### config.mk
export PLATFORM = sky130hd
export DESIGN_NAME = posit_mult_arb
export DESIGN_NICKNAME = d
export VERILOG_FILES = /design/src/rtl/posit_mult_arb.sv
export SDC_FILE = /design/constraint.sdc
export NUM_CORES = 1
export LEC_CHECK = 0
export ABC_AREA = 0
export BUFFER_PORTS_ARGS = -buffer_cell sky130_fd_sc_hd__buf_2
export CORE_ASPECT_RATIO = 0.9
export CORE_MARGIN = 3
export CORE_UTILIZATION = 50
export DETAILED_ROUTE_END_ITERATION = 12
export PLACE_DENSITY = 0.65
export SYNTH_ARGS = -nofsm -noshare
export SYNTH_HDL_FRONTEND = slang
export SYNTH_SLANG_ARGS = --single-unit
### constraint.sdc
create_clock -name clk -period 54.5 [get_ports clk]
set_input_delay 10.9 -clock clk [delete_from_list [all_inputs] [get_ports clk]]
set_output_delay 10.9 -clock clk [all_outputs]
set_load 0.03 [all_outputs]
### src/rtl/posit_mult_arb.sv
// Round-robin arbiter sharing one combinational posit<N,ES> multiplier between NREQ requesters.
// Two register stages: S1 holds the operands and S2 holds the tagged result.

module posit_dec #(
  parameter int N  = 16,
  parameter int ES = 3,
  parameter int SW = 10
) (
  input  logic [N-1:0]          x_i,
  output logic                  sign_o,
  output logic                  nar_o,
  output logic                  zero_o,
  output logic signed [SW-1:0]  scale_o,
  output logic [N-1-ES:0]       mant_o
);
  localparam int RW = $clog2(N) + 1;
  localparam int FW = N - 1 - ES;

  logic [N-1:0]          mag;
  logic [N-2:0]          shifted;
  logic [RW-1:0]         run;
  logic                  rbit, cont;
  logic signed [SW-1:0]  runs, k;

  always_comb begin
    sign_o = x_i[N-1];
    zero_o = (x_i == '0);
    mag    = sign_o ? -x_i : x_i;
    // Only NaR keeps its top bit set after negation.
    nar_o  = mag[N-1];
    rbit   = mag[N-2];
    run    = '0;
    cont   = 1'b1;
    for (int i = N-2; i >= 0; i--) begin
      if (cont && (mag[i] == rbit)) run = run + RW'(1);
      else cont = 1'b0;
    end
    shifted = mag[N-2:0] << (run + RW'(1));
    runs    = SW'(run);
    k       = rbit ? (runs - SW'(1)) : -runs;
    scale_o = (k <<< ES) + $signed(SW'(shifted[N-2 -: ES]));
    mant_o  = {1'b1, shifted[FW-1:0]};
  end
endmodule

module posit_mult #(
  parameter int N  = 16,
  parameter int ES = 3
) (
  input  logic [N-1:0] a_i,
  input  logic [N-1:0] b_i,
  input  logic         start_i,
  output logic [N-1:0] out_o,
  output logic         inf_o,
  output logic         zero_o,
  output logic         done_o
);
  localparam int FW   = N - 1 - ES;
  localparam int MW   = FW + 1;
  localparam int PW   = 2 * MW;
  localparam int TW   = ES + PW - 1;
  localparam int VW   = N + TW;
  localparam int SW   = $clog2(N) + ES + 3;
  localparam int KMAX = N - 2;

  logic [1:0][N-1:0]  opnd;
  logic [1:0]         sgn, nar, zro;
  logic [1:0][SW-1:0] scl;
  logic [1:0][MW-1:0] mnt;

  assign opnd = {a_i, b_i};

  for (genvar g = 0; g < 2; g++) begin : g_dec
    posit_dec #(.N(N), .ES(ES), .SW(SW)) u_dec (
      .x_i    (opnd[g]),
      .sign_o (sgn[g]),
      .nar_o  (nar[g]),
      .zero_o (zro[g]),
      .scale_o(scl[g]),
      .mant_o (mnt[g])
    );
  end

  logic [PW-1:0]         prod;
  logic                  ovf;
  logic [PW-2:0]         frac;
  logic signed [SW-1:0]  scale, k;
  logic [SW-1:0]         tsh;
  logic [VW-1:0]         rgm, vec;
  logic [N-2:0]          body, body_r, mag;
  logic                  guard, sticky, rnd;

  always_comb begin
    prod  = PW'(mnt[1]) * PW'(mnt[0]);
    ovf   = prod[PW-1];
    frac  = ovf ? prod[PW-2:0] : {prod[PW-3:0], 1'b0};
    scale = $signed(scl[1]) + $signed(scl[0]) + $signed(SW'(ovf));
    k     = scale >>> ES;
    // Lay out regime | exponent | fraction MSB-first, then round to N-1 bits (nearest-even).
    tsh   = k[SW-1] ? (SW'(1) - k) : (k + SW'(2));
    rgm   = k[SW-1] ? ({1'b1, {(VW-1){1'b0}}} >> (-k)) : ~({VW{1'b1}} >> (k + SW'(1)));
    vec   = rgm | ({scale[ES-1:0], frac, {N{1'b0}}} >> tsh);
    body   = vec[VW-1 -: N-1];
    guard  = vec[VW-N];
    sticky = |vec[VW-N-1:0];
    rnd    = guard & (sticky | body[0]);
    body_r = body + (N-1)'(rnd);
    if (k >= SW'(KMAX))       mag = '1;
    else if (k < -SW'(KMAX))  mag = (N-1)'(1);
    else                      mag = body_r;
    inf_o  = |nar;
    zero_o = ~inf_o & (|zro);
    if (inf_o)        out_o = {1'b1, {(N-1){1'b0}}};
    else if (zero_o)  out_o = '0;
    else if (^sgn)    out_o = -{1'b0, mag};
    else              out_o = {1'b0, mag};
  end

  assign done_o = start_i;
endmodule

module posit_mult_arb #(
  parameter int N    = 16,
  parameter int ES   = 3,
  parameter int NREQ = 4,
  parameter int IDW  = 2,
  parameter int CNTW = 16
) (
  input  logic              clk,
  input  logic              rst_n,
  input  logic [NREQ-1:0]   req_valid,
  output logic [NREQ-1:0]   req_ready,
  input  logic [NREQ*N-1:0] req_a,
  input  logic [NREQ*N-1:0] req_b,
  output logic              rsp_valid,
  input  logic              rsp_ready,
  output logic [IDW-1:0]    rsp_id,
  output logic [N-1:0]      rsp_out,
  output logic              rsp_inf,
  output logic              rsp_zero,
  output logic              busy,
  output logic [CNTW-1:0]   op_count
);
  typedef struct packed {
    logic [N-1:0]   a;
    logic [N-1:0]   b;
    logic [IDW-1:0] id;
  } s1_t;

  typedef struct packed {
    logic [N-1:0]   out;
    logic           inf;
    logic           zero;
    logic [IDW-1:0] id;
  } s2_t;

  logic [NREQ-1:0][N-1:0] a_arr, b_arr;
  assign a_arr = req_a;
  assign b_arr = req_b;

  s1_t            s1_q;
  s2_t            s2_q;
  logic           s1_valid_q, s2_valid_q;
  logic [IDW-1:0] rr_ptr_q, rr_ptr_d;
  logic [CNTW-1:0] op_count_q;

  logic           adv1, adv2, accept, gnt_found;
  logic [IDW-1:0] gnt_idx;
  logic [N-1:0]   m_out;
  logic           m_inf, m_zero, m_done;

  assign adv2 = ~s2_valid_q | rsp_ready;
  assign adv1 = ~s1_valid_q | adv2;

  always_comb begin : arb
    int idx;
    gnt_found = 1'b0;
    gnt_idx   = '0;
    for (int i = 0; i < NREQ; i++) begin
      idx = int'(rr_ptr_q) + i;
      if (idx >= NREQ) idx = idx - NREQ;
      if (!gnt_found && req_valid[idx]) begin
        gnt_found = 1'b1;
        gnt_idx   = IDW'(idx);
      end
    end
    // Gated by rst_n so nothing looks granted while the pipeline is held in reset.
    req_ready = '0;
    if (adv1 && gnt_found && rst_n) req_ready[gnt_idx] = 1'b1;
    rr_ptr_d = (gnt_idx == IDW'(NREQ-1)) ? '0 : gnt_idx + IDW'(1);
  end

  assign accept = |(req_valid & req_ready);

  posit_mult #(.N(N), .ES(ES)) u_mult (
    .a_i    (s1_q.a),
    .b_i    (s1_q.b),
    .start_i(s1_valid_q),
    .out_o  (m_out),
    .inf_o  (m_inf),
    .zero_o (m_zero),
    .done_o (m_done)
  );

  always_ff @(posedge clk or negedge rst_n) begin
    if (!rst_n) begin
      s1_q       <= '0;
      s2_q       <= '0;
      s1_valid_q <= 1'b0;
      s2_valid_q <= 1'b0;
      rr_ptr_q   <= '0;
      op_count_q <= '0;
    end else begin
      if (adv1) begin
        s1_valid_q <= accept;
        if (accept) begin
          s1_q     <= '{a: a_arr[gnt_idx], b: b_arr[gnt_idx], id: gnt_idx};
          rr_ptr_q <= rr_ptr_d;
        end
      end
      if (adv2) begin
        s2_valid_q <= m_done;
        if (m_done) s2_q <= '{out: m_out, inf: m_inf, zero: m_zero, id: s1_q.id};
      end
      if (s2_valid_q && rsp_ready) op_count_q <= op_count_q + CNTW'(1);
    end
  end

  assign rsp_valid = s2_valid_q;
  assign rsp_id    = s2_q.id;
  assign rsp_out   = s2_q.out;
  assign rsp_inf   = s2_q.inf;
  assign rsp_zero  = s2_q.zero;
  assign busy      = s1_valid_q | s2_valid_q;
  assign op_count  = op_count_q;
endmodule

==> results.yml <==
worst_setup_path:
  crit_path_end_kind: "flip-flop"
  cp-start-kind: "flip-flop"
  crit_fanout: 42
  slowest_stage: "o21ai_1"
  rr_worst_depth: 92
  required_ps: 54780
  slowest_delay_ps: 820
  crit_type: "reg2reg"
  cp_common_cell: "ha_1"
  r2r_slack_ps: 29460
  arrival_ps: 25310
  reg2reg_from: "s1_q[2]"
  r2r-end: "rsp_out[14]"
floorplan:
  die_area_um2: 45580
  start_util_pct: 51.12
  core_um2: 42110
  die_h_um: 202.8
  fp-row-count: 71
  ioPinCount: 177
  die_x_um: 224.7
route:
  post-route-drc-count: 0
  vias_per_cell: 6.396
  vias: 23650
  avgRoutedWirePerCell_um: 19.96
  drt-total-wl_um: 73780
  drtIter0Drc: 2127
  ant_nets: 0
  first_pass_iters: 6
layout:
  final_nets: 3517
  syn2layout_area_growth_pct: 7.301
  fin_cells: 3697
  fill_cells: 4188
  drive_above_1_share_pct: 10.45
  final_cell_mix: "512 x nand2_1, 268 x nor2_1, 249 x inv_1"
  layout_commonest_cell: "nand2_1"
timing:
  fin_setup_tns_ps: 0
  slew_violations: 0
  period_needed_ps: 25040
  max_slew_margin_pct: 18.60
  clock_skew_ps: 10.47
  hold_viol: 0
  timing.final.crit_share_pct: 45.94
  setup_viol: 0
  fmax_ghz: 0.03994
  worst_pin_slew_ps: 1212
  rsz0062_at_grt: "false"
grt:
  antenna_found_initial: 2
  track_usage_pct: 31.68
  overflow: 0
  grt_pass1_vias: 22480
  grt_max_degree: 75
  grt_pass1_wl_um: 119000
synthesis:
  synth_fa_ha_area_share_pct: 18.07
  synth_xor_area_share_pct: 6.819
  synth_area_um2: 21520
  syn-num-nets: 3463
  syn_area_per_cell_um2: 6.964
  yosysWarnings: 0
  yosys.cell_types.count: 109
  synthMuxAreaShare_pct: 5.993
  synth-seq-area-share_pct: 8.603
  synth_top_family_by_area: "simple AND/OR/NAND/NOR gates"
  synth_flop_cell: "dfrtp_1"
  synth_edf_count: 0
  synth.largest_area_cell: "fa_1"
  synth_top_cell_area_share_pct: 11.44
  synth-seq-cells: 74
  async_flop_share_pct: 100.0
  netlist_instances: 3091
  netlist_top_cells_area: "fa_1 11%, nand2_1 8.9%, dfrtp_1 8.6%"
  synth_compound_area_share_pct: 25.65
  synthSimpleGateAreaFrac_pct: 27.39
placement:
  globalplace.congestion: 0.9785
  dp_hpwl_um: 58270
  io_buffers: 176
  placed_cells: 3681
run_status:
  status: "finished clean"
clock_network:
  ctsResizeCount: 0
  cts_made_buffers: 9
  clk_pin_slew_ps: 60
  cts_tree: "built"
  ctsHoldBuffers: 0
  post-cts-setup-buffer-count: 0
  insertion_delay_ps: 340
  cts-root-buf: "clkbuf_16"
  ctsLongestPathBuffers: 2
  ctsHtreeMaxLevel: 3
  cts.sinks: 74
hold_path:
  hold_depth: 2
  min-delay-start: "s1_q[1]"
  hold_end: "s1_q[1]"
  hold_class: "reg2reg"
job:
  drv_cap: 0
## cells by family (layout without fill, tap and decap cells)
group                      Yosys count  count (layout)
muxes                              116             116
adders and majority gates          237             237
other                                0               1
and+or+nand+nor                   1263            1263
buffers and inverters              422             480
DFF                                 74              74
AOI/OAI and AO/OA                  821             821
xor gates and xnor gates           158             158
## layout make-up
cell class | count | area [µm²] | area share (%)
antenna | 1 | 2.502 | 0.01083
clock inverter | 2 | 60.06 | 0.2600
tap | 547 | 684.4 | 2.963
clock buffer | 13 | 260.3 | 1.127
multi-input combinational | 2595 | 18140 | 78.55
timing repair buffer | 210 | 1139 | 4.930
inverter | 255 | 957.2 | 4.144
sequential | 74 | 1852 | 8.018
## layer usage
metal  GRT usage [%]  wire, µm  vias to the layer above  part of all wire [%]
li1                -         -                    11110                     -
met1           43.02     31570                    11270                    43
met2           52.60     34060                     1089                    46
met3           3.614      5453                      172                   7.4
met4           10.74      2681                        2                   3.6
met5               0        13                        -                 0.018
## sequential cells by signal (all words and copies together) (netlist names)
name / flops
rsp_id: 2
rsp_valid: 1
rsp_zero: 1
s1_q: 34
rr_ptr_q: 2
s1_valid_q: 1
op_count: 16
rsp_inf: 1
rsp_out: 16
## per-stage QoR
step	utilization [%]	setup slack [ps]	area, µm²	hold slack (ps)
floorplan	-	31150	21520	446.0
global placement	54.08	30680	22770	460.5
detailed placement	54.08	30030	22770	469.4
CTS	54.84	29960	23090	482.6
global route	54.85	27640	23100	498.4
finish	54.85	29460	23100	479.9
## cell usage after synthesis, types with 11 or more instances
master	count
nand2_1	512
nor2_1	268
inv_1	250
o21ai_0	208
a21oi_1	164
clkbuf_1	141
fa_1	123
nand3_1	115
ha_1	114
xnor2_1	93
nor3_1	85
mux2i_1	81
dfrtp_1	74
xor2_1	59
and2_1	41
a211oi_1	40
a31oi_1	36
and3_1	34
nor4_1	34
o211ai_1	32
o31ai_1	27
mux2_2	25
nand2b_1	25
a21o_1	24
nor2b_1	24
o22ai_1	24
nand4_1	22
or3_1	19
o21a_1	18
a22oi_1	17
or2_2	17
a221oi_1	16
o221ai_1	15
a211o_1	13
o21ai_1	13
a31o_2	12
buf_1	12
buf_2	12
a2111oi_0	11
and4_1	11
o2111ai_1	11
o211a_1	11
## worst max-delay path by stage
stage	start	to	slack [ps]	cells after the start
after global routing	s1_q[2]	rsp_out[14]	27640	92
after detailed placement	s1_q[2]	rsp_out[14]	30030	92
after global placement	req_valid[1]	req_ready[2]	30680	10
final	s1_q[2]	rsp_out[14]	29460	92
after floorplan	req_valid[0]	req_ready[1]	31150	8
after CTS	s1_q[2]	rsp_out[14]	29960	92
## worst max-delay path, delay by kind of cell (launching register included)
family                   cells  cell delay (ps)
AO/OA/AOI/OAI               40            10660
adder cells (fa/ha/maj)     17             6580
AND/OR/NAND/NOR             21             4270
buffers and inverters       10             1860
XOR/XNOR                     2              610
flip-flops                   1              490
multiplexers                 2              400
Power is not shown: default switching activity piles up to over one toggle a cycle in this logic, so the estimate is an artifact.
